--- src/rtl/sync_launch_pkg.sv ---
// Shared types and defaults for the clkA->clkB strobe/data launcher.
package sync_launch_pkg;

  localparam int unsigned DEF_N        = 8;
  localparam int unsigned DEF_STB_CYC  = 4;
  localparam int unsigned DEF_HOLD_CYC = 4;

  typedef enum logic [2:0] {
    StIdle,
    StSetup,
    StStrobe,
    StHold,
    StAckLow
  } state_e;

  // Counter must reach max(STB_CYC, HOLD_CYC) - 1 without wrapping.
  function automatic int unsigned cnt_width(int unsigned stb_cyc, int unsigned hold_cyc);
    int unsigned m;
    m = (stb_cyc > hold_cyc) ? stb_cyc : hold_cyc;
    return $clog2(m + 1);
  endfunction

endpackage

--- src/rtl/sync_launch_if.sv ---
// Source-side valid/ready port plus the held crossing bus, strobe and status flags.
interface sync_launch_if #(
  parameter int unsigned N = sync_launch_pkg::DEF_N
);
  logic [N-1:0] in_data;
  logic         in_valid;
  logic         in_ready;
  logic [N-1:0] data_out;
  logic         stb;
  logic         busy;
  logic         done;

  modport master (
    output in_data, in_valid,
    input  in_ready, data_out, stb, busy, done
  );

  modport slave (
    input  in_data, in_valid,
    output in_ready, data_out, stb, busy, done
  );
endinterface

--- src/rtl/sync_launch_sync_2ff.sv ---
// Two-stage synchronizer bringing the receiver acknowledge into clkA.
module sync_2ff (
  input  logic clk,
  input  logic rst,
  input  logic d,
  output logic q
);
  logic meta_q;
  logic sync_q;

  always_ff @(posedge clk) begin
    if (rst) begin
      meta_q <= 1'b0;
      sync_q <= 1'b0;
    end else begin
      meta_q <= d;
      sync_q <= meta_q;
    end
  end

  assign q = sync_q;
endmodule

--- src/rtl/sync_launch.sv ---
// Strobe/data launcher for the clkA->clkB crossing; data is held stable around the strobe.
// SYNC_LAUNCH_ACK_EN selects a four-phase ack handshake instead of fixed strobe/hold timing.
module sync_launch
  import sync_launch_pkg::*;
#(
  parameter int unsigned N        = DEF_N,
  parameter int unsigned STB_CYC  = DEF_STB_CYC,
  parameter int unsigned HOLD_CYC = DEF_HOLD_CYC
) (
  input  logic          clkA,
  input  logic          rst,
  input  logic          ena,
  sync_launch_if.slave  bus,
  input  logic          ack_async
);

  localparam int unsigned CW = cnt_width(STB_CYC, HOLD_CYC);
  localparam logic [CW-1:0] HOLD_LAST = CW'(HOLD_CYC - 1);

  state_e       state_q;
  logic [N-1:0] data_q;
  logic         stb_q;
  logic         busy_q;
  logic         done_q;
  logic [CW-1:0] cnt_q;

`ifdef SYNC_LAUNCH_ACK_EN
  logic ack_s;

  // Free-running so the synchronizer never holds a stale ack across an ena gap.
  sync_2ff u_ack_sync (
    .clk (clkA),
    .rst (rst),
    .d   (ack_async),
    .q   (ack_s)
  );
`else
  localparam logic [CW-1:0] STB_LAST = CW'(STB_CYC - 1);
  logic unused_ack;
  assign unused_ack = ack_async;
`endif

  assign bus.in_ready = ena & (state_q == StIdle);
  assign bus.data_out = data_q;
  assign bus.stb      = stb_q;
  assign bus.busy     = busy_q;
  assign bus.done     = done_q;

  always_ff @(posedge clkA) begin
    if (rst) begin
      state_q <= StIdle;
      data_q  <= '0;
      stb_q   <= 1'b0;
      busy_q  <= 1'b0;
      done_q  <= 1'b0;
      cnt_q   <= '0;
    end else if (ena) begin
      done_q <= 1'b0;
      unique case (state_q)
        StIdle: begin
          if (bus.in_valid) begin
            data_q  <= bus.in_data;
            busy_q  <= 1'b1;
            state_q <= StSetup;
          end
        end
        StSetup: begin
`ifdef SYNC_LAUNCH_ACK_EN
          // A leftover ack from the previous transfer must clear before strobing.
          if (!ack_s) begin
            stb_q   <= 1'b1;
            cnt_q   <= '0;
            state_q <= StStrobe;
          end
`else
          stb_q   <= 1'b1;
          cnt_q   <= '0;
          state_q <= StStrobe;
`endif
        end
        StStrobe: begin
`ifdef SYNC_LAUNCH_ACK_EN
          if (ack_s) begin
            stb_q   <= 1'b0;
            cnt_q   <= '0;
            state_q <= StAckLow;
          end
`else
          if (cnt_q == STB_LAST) begin
            stb_q   <= 1'b0;
            cnt_q   <= '0;
            state_q <= StHold;
          end else begin
            cnt_q <= cnt_q + 1'b1;
          end
`endif
        end
        StHold: begin
          if (cnt_q == HOLD_LAST) begin
            done_q  <= 1'b1;
            busy_q  <= 1'b0;
            cnt_q   <= '0;
            state_q <= StIdle;
          end else begin
            cnt_q <= cnt_q + 1'b1;
          end
        end
`ifdef SYNC_LAUNCH_ACK_EN
        StAckLow: begin
          if (!ack_s) begin
            done_q  <= 1'b1;
            busy_q  <= 1'b0;
            state_q <= StIdle;
          end
        end
`endif
        default: begin
          stb_q   <= 1'b0;
          busy_q  <= 1'b0;
          cnt_q   <= '0;
          state_q <= StIdle;
        end
      endcase
    end
  end

endmodule

--- src/flat_wrapper.sv ---
// flat-port wrapper written by rule: the top's interface ports become plain ports
module sync_launch_flat import sync_launch_pkg::*;
#(
  parameter int unsigned N        = DEF_N,
  parameter int unsigned STB_CYC  = DEF_STB_CYC,
  parameter int unsigned HOLD_CYC = DEF_HOLD_CYC
)
  (clkA, rst, ena, ack_async, bus_in_data, bus_in_valid, bus_in_ready, bus_data_out, bus_stb, bus_busy, bus_done);
  sync_launch_if #(.N(N)) bus_i ();
  input  logic clkA;
  input  logic rst;
  input  logic ena;
  input  logic ack_async;
  input wire logic [$bits(bus_i.in_data)-1:0] bus_in_data;
  input wire logic [$bits(bus_i.in_valid)-1:0] bus_in_valid;
  output wire logic [$bits(bus_i.in_ready)-1:0] bus_in_ready;
  output wire logic [$bits(bus_i.data_out)-1:0] bus_data_out;
  output wire logic [$bits(bus_i.stb)-1:0] bus_stb;
  output wire logic [$bits(bus_i.busy)-1:0] bus_busy;
  output wire logic [$bits(bus_i.done)-1:0] bus_done;
  assign bus_i.in_data = bus_in_data;
  assign bus_i.in_valid = bus_in_valid;
  assign bus_in_ready = bus_i.in_ready;
  assign bus_data_out = bus_i.data_out;
  assign bus_stb = bus_i.stb;
  assign bus_busy = bus_i.busy;
  assign bus_done = bus_i.done;
  sync_launch #(.N(N), .STB_CYC(STB_CYC), .HOLD_CYC(HOLD_CYC)) u_core (.clkA(clkA), .rst(rst), .ena(ena), .bus(bus_i), .ack_async(ack_async));
endmodule
--- config.mk ---
export PLATFORM = sky130hd
export DESIGN_NAME = sync_launch_flat
export DESIGN_NICKNAME = d
export VERILOG_FILES = /design/src/rtl/sync_launch_pkg.sv /design/src/rtl/sync_launch_if.sv /design/src/rtl/sync_launch_sync_2ff.sv /design/src/rtl/sync_launch.sv /design/src/flat_wrapper.sv
export SDC_FILE = /design/constraint.sdc
export NUM_CORES = 1
export LEC_CHECK = 0
export CORE_UTILIZATION = 47
export DETAILED_ROUTE_END_ITERATION = 6
export PLACE_DENSITY = 0.83
export SYNTH_ARGS = -nofsm -noshare
export SYNTH_HDL_FRONTEND = slang
export SYNTH_SLANG_ARGS = --single-unit
--- constraint.sdc ---
create_clock -name clkA -period 3.4 [get_ports clkA]
set_clock_uncertainty 0.2 [all_clocks]
set_input_delay 0.51 -clock clkA [delete_from_list [all_inputs] [get_ports clkA]]
set_output_delay 0.51 -clock clkA [all_outputs]
set_load 0.01 [all_outputs]
== Word level (Yosys, flattened, before mapping) ==
Index checks and enable logic that the tools add are counted.
Widths: inputs -> output; s select.
Storage, ports and cells
  register bits: 17
Operators by class
  reduce and logical (&&, ||, !) cells: 9
  mux-type cells: 12
  bitwise operators: 4
  equality and inequality tests: 7
  add/subtract/negate cells: 1
Operators with widths (count)
  $mux 3: 4
  $pmux 3 s4: 1
  $eq 3x2->1 const B: 3
  $reduce_and 4->1: 2
  $pmux 1 s3: 2
  $pmux 3 s2: 1
  $reduce_and 3->1: 2
  $reduce_or 2->1: 3
  $mux 1: 4
  $ne 2x1->1 const B: 2
  $add 3x1->3 const B: 1
  $eq 3x1->1 const B: 1
  $logic_not 3->1: 1
  $not 1->1: 3
  $ne 2x2->1 const B: 1
  $reduce_and 2->1: 1
  $and 1x1->1: 1

== Depth between registers and ports, before layout ==
  word-level depth: 4
  gate-level depth with buffers: 5
  depth with buffers taken out: 5

== Least setup slack after synthesis ==
OpenSTA, ideal clock, no wires.
  kind: reg-to-reg
  start: reg u_core.state_q[0]
  end: reg u_core.state_q[0]
  cell stages (with the launch flop): 6
  setup slack: 1.639 ns
  period minus slack after synthesis: 1.761 ns
  path buffers: 0
  setup time: 0.123 ns
  arrival time: 1.437 ns
  cells stage by stage: dfxtp_1 > inv_1 > ha_1 > and2b_1 > a211oi_2 > mux2_1
Between the ends
  word-level cells in the longest chain between the ends: 3
Ends and longest elaborated chain
  from (decl): line sync_launch.sv:20  | state_e state_q;
  from (signal assigned): line sync_launch.sv:51  | state_q <= StIdle;
  from (signal assigned): line sync_launch.sv:64  | state_q <= StSetup;
  from (signal assigned): line sync_launch.sv:78  | state_q <= StStrobe;
  $eq 3x2->1 / $logic_not 3->1 (equally long branches): line sync_launch.sv:59  | unique case (state_q)
  $ne 2x1->1 (no line) / $ne 2x2->1 (equally long branches)
  $reduce_and 4->1 (no line)
Several ways; a longest one is shown, not always the timed one.
A chain may end at the register's enable or synchronous reset.

== Worst setup path after layout ==
  start: in ena
  end: out bus_in_ready
Between the ends
  word-level cells in the longest chain between the ends: 1
Ends and longest elaborated chain
  from (decl): line flat_wrapper.sv:12  | input logic ena;
  $and 1x1->1: line sync_launch.sv:43  | assign bus.in_ready = ena & (state_q == StIdle);
  to (decl): line flat_wrapper.sv:16  | output wire logic [$bits(bus_i.in_ready)-1:0] bus_in_ready;
Every way passes these cells.

==> metrics.csv <==
stage;metric;value;unit
run_status;status;finished clean;
floorplanning;core-area;1520;sq um
floorplanning;dieArea;1820;sq um
cts;clockRootBuffer;clkbuf_4;
synth;synth_largest_area_cell;dfxtp_1;
cts;cts_sinks;16;
worst_setup_path;crit_path_end_kind;primary output;
sta;tightest_slew;0.604;ns
synth;synth_seq_cells;16;
worst_setup_path;cp.required;2.69;ns
synth;synth_cells;80;
sta;drv_slew;0;
synth;synth_area;778;sq um
drt;first_pass_iters;4;
worst_hold_path;holdCritPathClass;reg2reg;
final_layout;fill_cells;117;
worst_setup_path;path_class;in2out;
floorplanning;die_w;42.7;microns
drt;postRouteAntennaNets;0;
synth;ys_types;24;
drt;wl;1480;microns
cts;hold_buffers;0;
drt;post_drt_wl_per_cell;12.2;microns
synth;synthTopCellsByArea;dfxtp_1 41%, mux2i_1 14%, ha_1 9.6%;
drt;vias_per_cell;4.95;
cts;clk_latency;0.28;ns
floorplanning;die_h;42.7;microns
sta;min_period;2.51;ns
worst_setup_path;cp_top_family;buffers and inverters;
cts;cts_tree;yes;
synth;synth_top_area_share;0.412;
global_routing;grt_pass1_wl;2440;microns
cts;cts_setup_buffers;0;
worst_setup_path;crit_buf_inv;2;
worst_setup_path;arrival;1.80;ns
global_routing;grt_max_degree;21;
cts;cts_buffer_depth;2;
sta;max_freq;398;MHz
cts;cts_buffers;3;
power_and_ir_drop;powerDensity;422;nW/um^2
sta;fin_tns_setup;0;ns
drt;drc;0;
drt;vias;599;
sta;grt_setup_unrepaired;no;
worst_setup_path;ff2ff_setup_slack;1.47;ns
worst_setup_path;crit_fanout;7;
worst_setup_path;cpPeakStageDelay;0.60;ns
cts;cts.clk_slew.worst_paths;0.09;ns
global_routing;gr-total-overflow;0;
final_layout;fin_nets;125;
power_and_ir_drop;power_leakage;0.000455;uW
global_routing;antenna_found_initial;0;
power_and_ir_drop;p_total;443;uW
final_layout;n_antenna_cell;0;
global_routing;track_usage;0.179;
drt;drt_iter0_drc;8;
synth;synth_area_per_cell;9.73;sq um
final_layout;synthToLayoutAreaGrowth;34.9;%
placement;dpl.hpwl;1110;microns
final_layout;drive_gt1_frac;0.0667;
cts;cts_max_level;1;
synth;ys_warn_count;0;
worst_setup_path;crit_top_cell;clkdlybuf4s50_1;
worst_setup_path;path_cells;clkdlybuf4s50_1 -> and2_1 -> clkdlybuf4s50_1;
worst_setup_path;cp-start-kind;primary input;
placement;io_buffers;23;
synth;syn-num-nets;99;
global_routing;grt_pass1_vias;573;
floorplanning;start_util;0.511;
sta;hold_viol;0;
floorplanning;std_cell_rows;14;
flow_run;maxCapViolCount;0;
floorplanning;io_pins;25;
placement;gp_congestion;0.770;
sta;finalCritPeriodShare;0.738;
power_and_ir_drop;peakVddDrop;0.248;mV
worst_setup_path;crit_slowest_cell;clkdlybuf4s50_1;
sta;maxSlewHeadroom;0.596;
synth;seq_area_frac_synth;0.412;
sta;setup-violations-final;0;
cts;postCtsResizedCells;0;
==> layout make-up <==
cell class | count | area [sq um] | share of cell area
timing repair buffer | 23 | 230 | 0.219
inverter | 3 | 11.3 | 0.0107
clock buffer | 4 | 36.3 | 0.0346
tap | 16 | 20.0 | 0.0191
multi-input combinational | 59 | 432 | 0.411
sequential | 16 | 320 | 0.305
==> Yosys cell counts, drive strengths merged <==
cell type and count:
mux2 1, nor2 11, or2 1, o21ai 1, ha 6, a2111oi 1, clkbuf 1, nand3 2
nand4 1, nand2 4, inv 3, and3b 1, and2b 2, nor2b 1, nor3 1, a21oi 4
and2 1, nand2b 8, dfxtp 16, buf 1, mux2i 11, a211oi 1, or4 1
==> layer usage <==
layer / global-route usage / routed length [microns] / vias up
met1: 0.222 / 673 / 270
met3: 0.0255 / 45 / 2
met2: 0.288 / 737 / 8
li1: - / - / 319
met5: 0 / 0 / -
met4: 0.113 / 19 / 0
==> flip-flops by register name (all words and copies together), names as in the netlist <==
register / cells
u_core.bus.done: 1
u_core.bus.stb: 1
u_core.bus.data_out: 8
u_core.state_q: 2
u_core.cnt_q: 3
u_core.bus.busy: 1
==> cell usage in the layout, fill, tap and decap left out, types with 2 or more instances in the layout <==
| master | count |
|---|---|
| clkdlybuf4s50_1 | 23 |
| nand2b_1 | 8 |
| a21oi_1 | 4 |
| ha_1 | 6 |
| dfxtp_1 | 16 |
| nand2_1 | 4 |
| mux2i_1 | 11 |
| clkbuf_4 | 3 |
| and2b_1 | 2 |
| nor2_1 | 11 |
| inv_1 | 3 |
==> worst reg2reg max path, cell delays in order, from the launching register on <==
cell and delay, ns:
dfxtp_1 0.39, inv_1 0.10, ha_1 0.26, and2b_1 0.22, a211oi_2 0.31, mux2_1 0.35
==> where the power goes <==
group | internal, uW | total, uW | switching [uW]
registers | 200 | 207 | 7.31
clock network | 65.1 | 124 | 58.5
logic | 61.2 | 112 | 50.9
==> stage by stage <==
step / area [sq um] / hold slack [ns] / setup WS, ns / util / instances
after CTS: 1050 / 0.281 / 0.891 / 0.689 / 121
after detailed placement: 1010 / 0.256 / 0.903 / 0.665 / 117
after floorplan: 778 / 0.232 / 1.64 / - / 80
after global routing: 1050 / 0.299 / 0.844 / 0.689 / 121
final: 1050 / 0.277 / 0.889 / 0.689 / 121
after global placement: 1010 / 0.243 / 0.901 / 0.665 / 117
==> logic make-up (layout without fill, tap and decap cells) <==
family / Yosys count / after routing / synth area share
mux: 12 / 12 / 0.156
buf+inv: 5 / 30 / 0.0338
simple gates: 34 / 34 / 0.235
fa+ha+maj: 6 / 6 / 0.0965
compound gates: 7 / 7 / 0.0675
flops: 16 / 16 / 0.412
==> final timing paths <==
path / start / endpoint / cells after the start
min: u_core.cnt_q[1]$_SDFFE_PP0P_ / u_core.cnt_q[1]$_SDFFE_PP0P_ / 2
max reg2reg: u_core.state_q[1]$_SDFFE_PP0P_ / u_core.state_q[0]$_SDFFE_PP0P_ / 5
max: ena / bus_in_ready / 3
min reg2reg: u_core.cnt_q[1]$_SDFFE_PP0P_ / u_core.cnt_q[1]$_SDFFE_PP0P_ / 2
(Power assumes the default switching activity.)
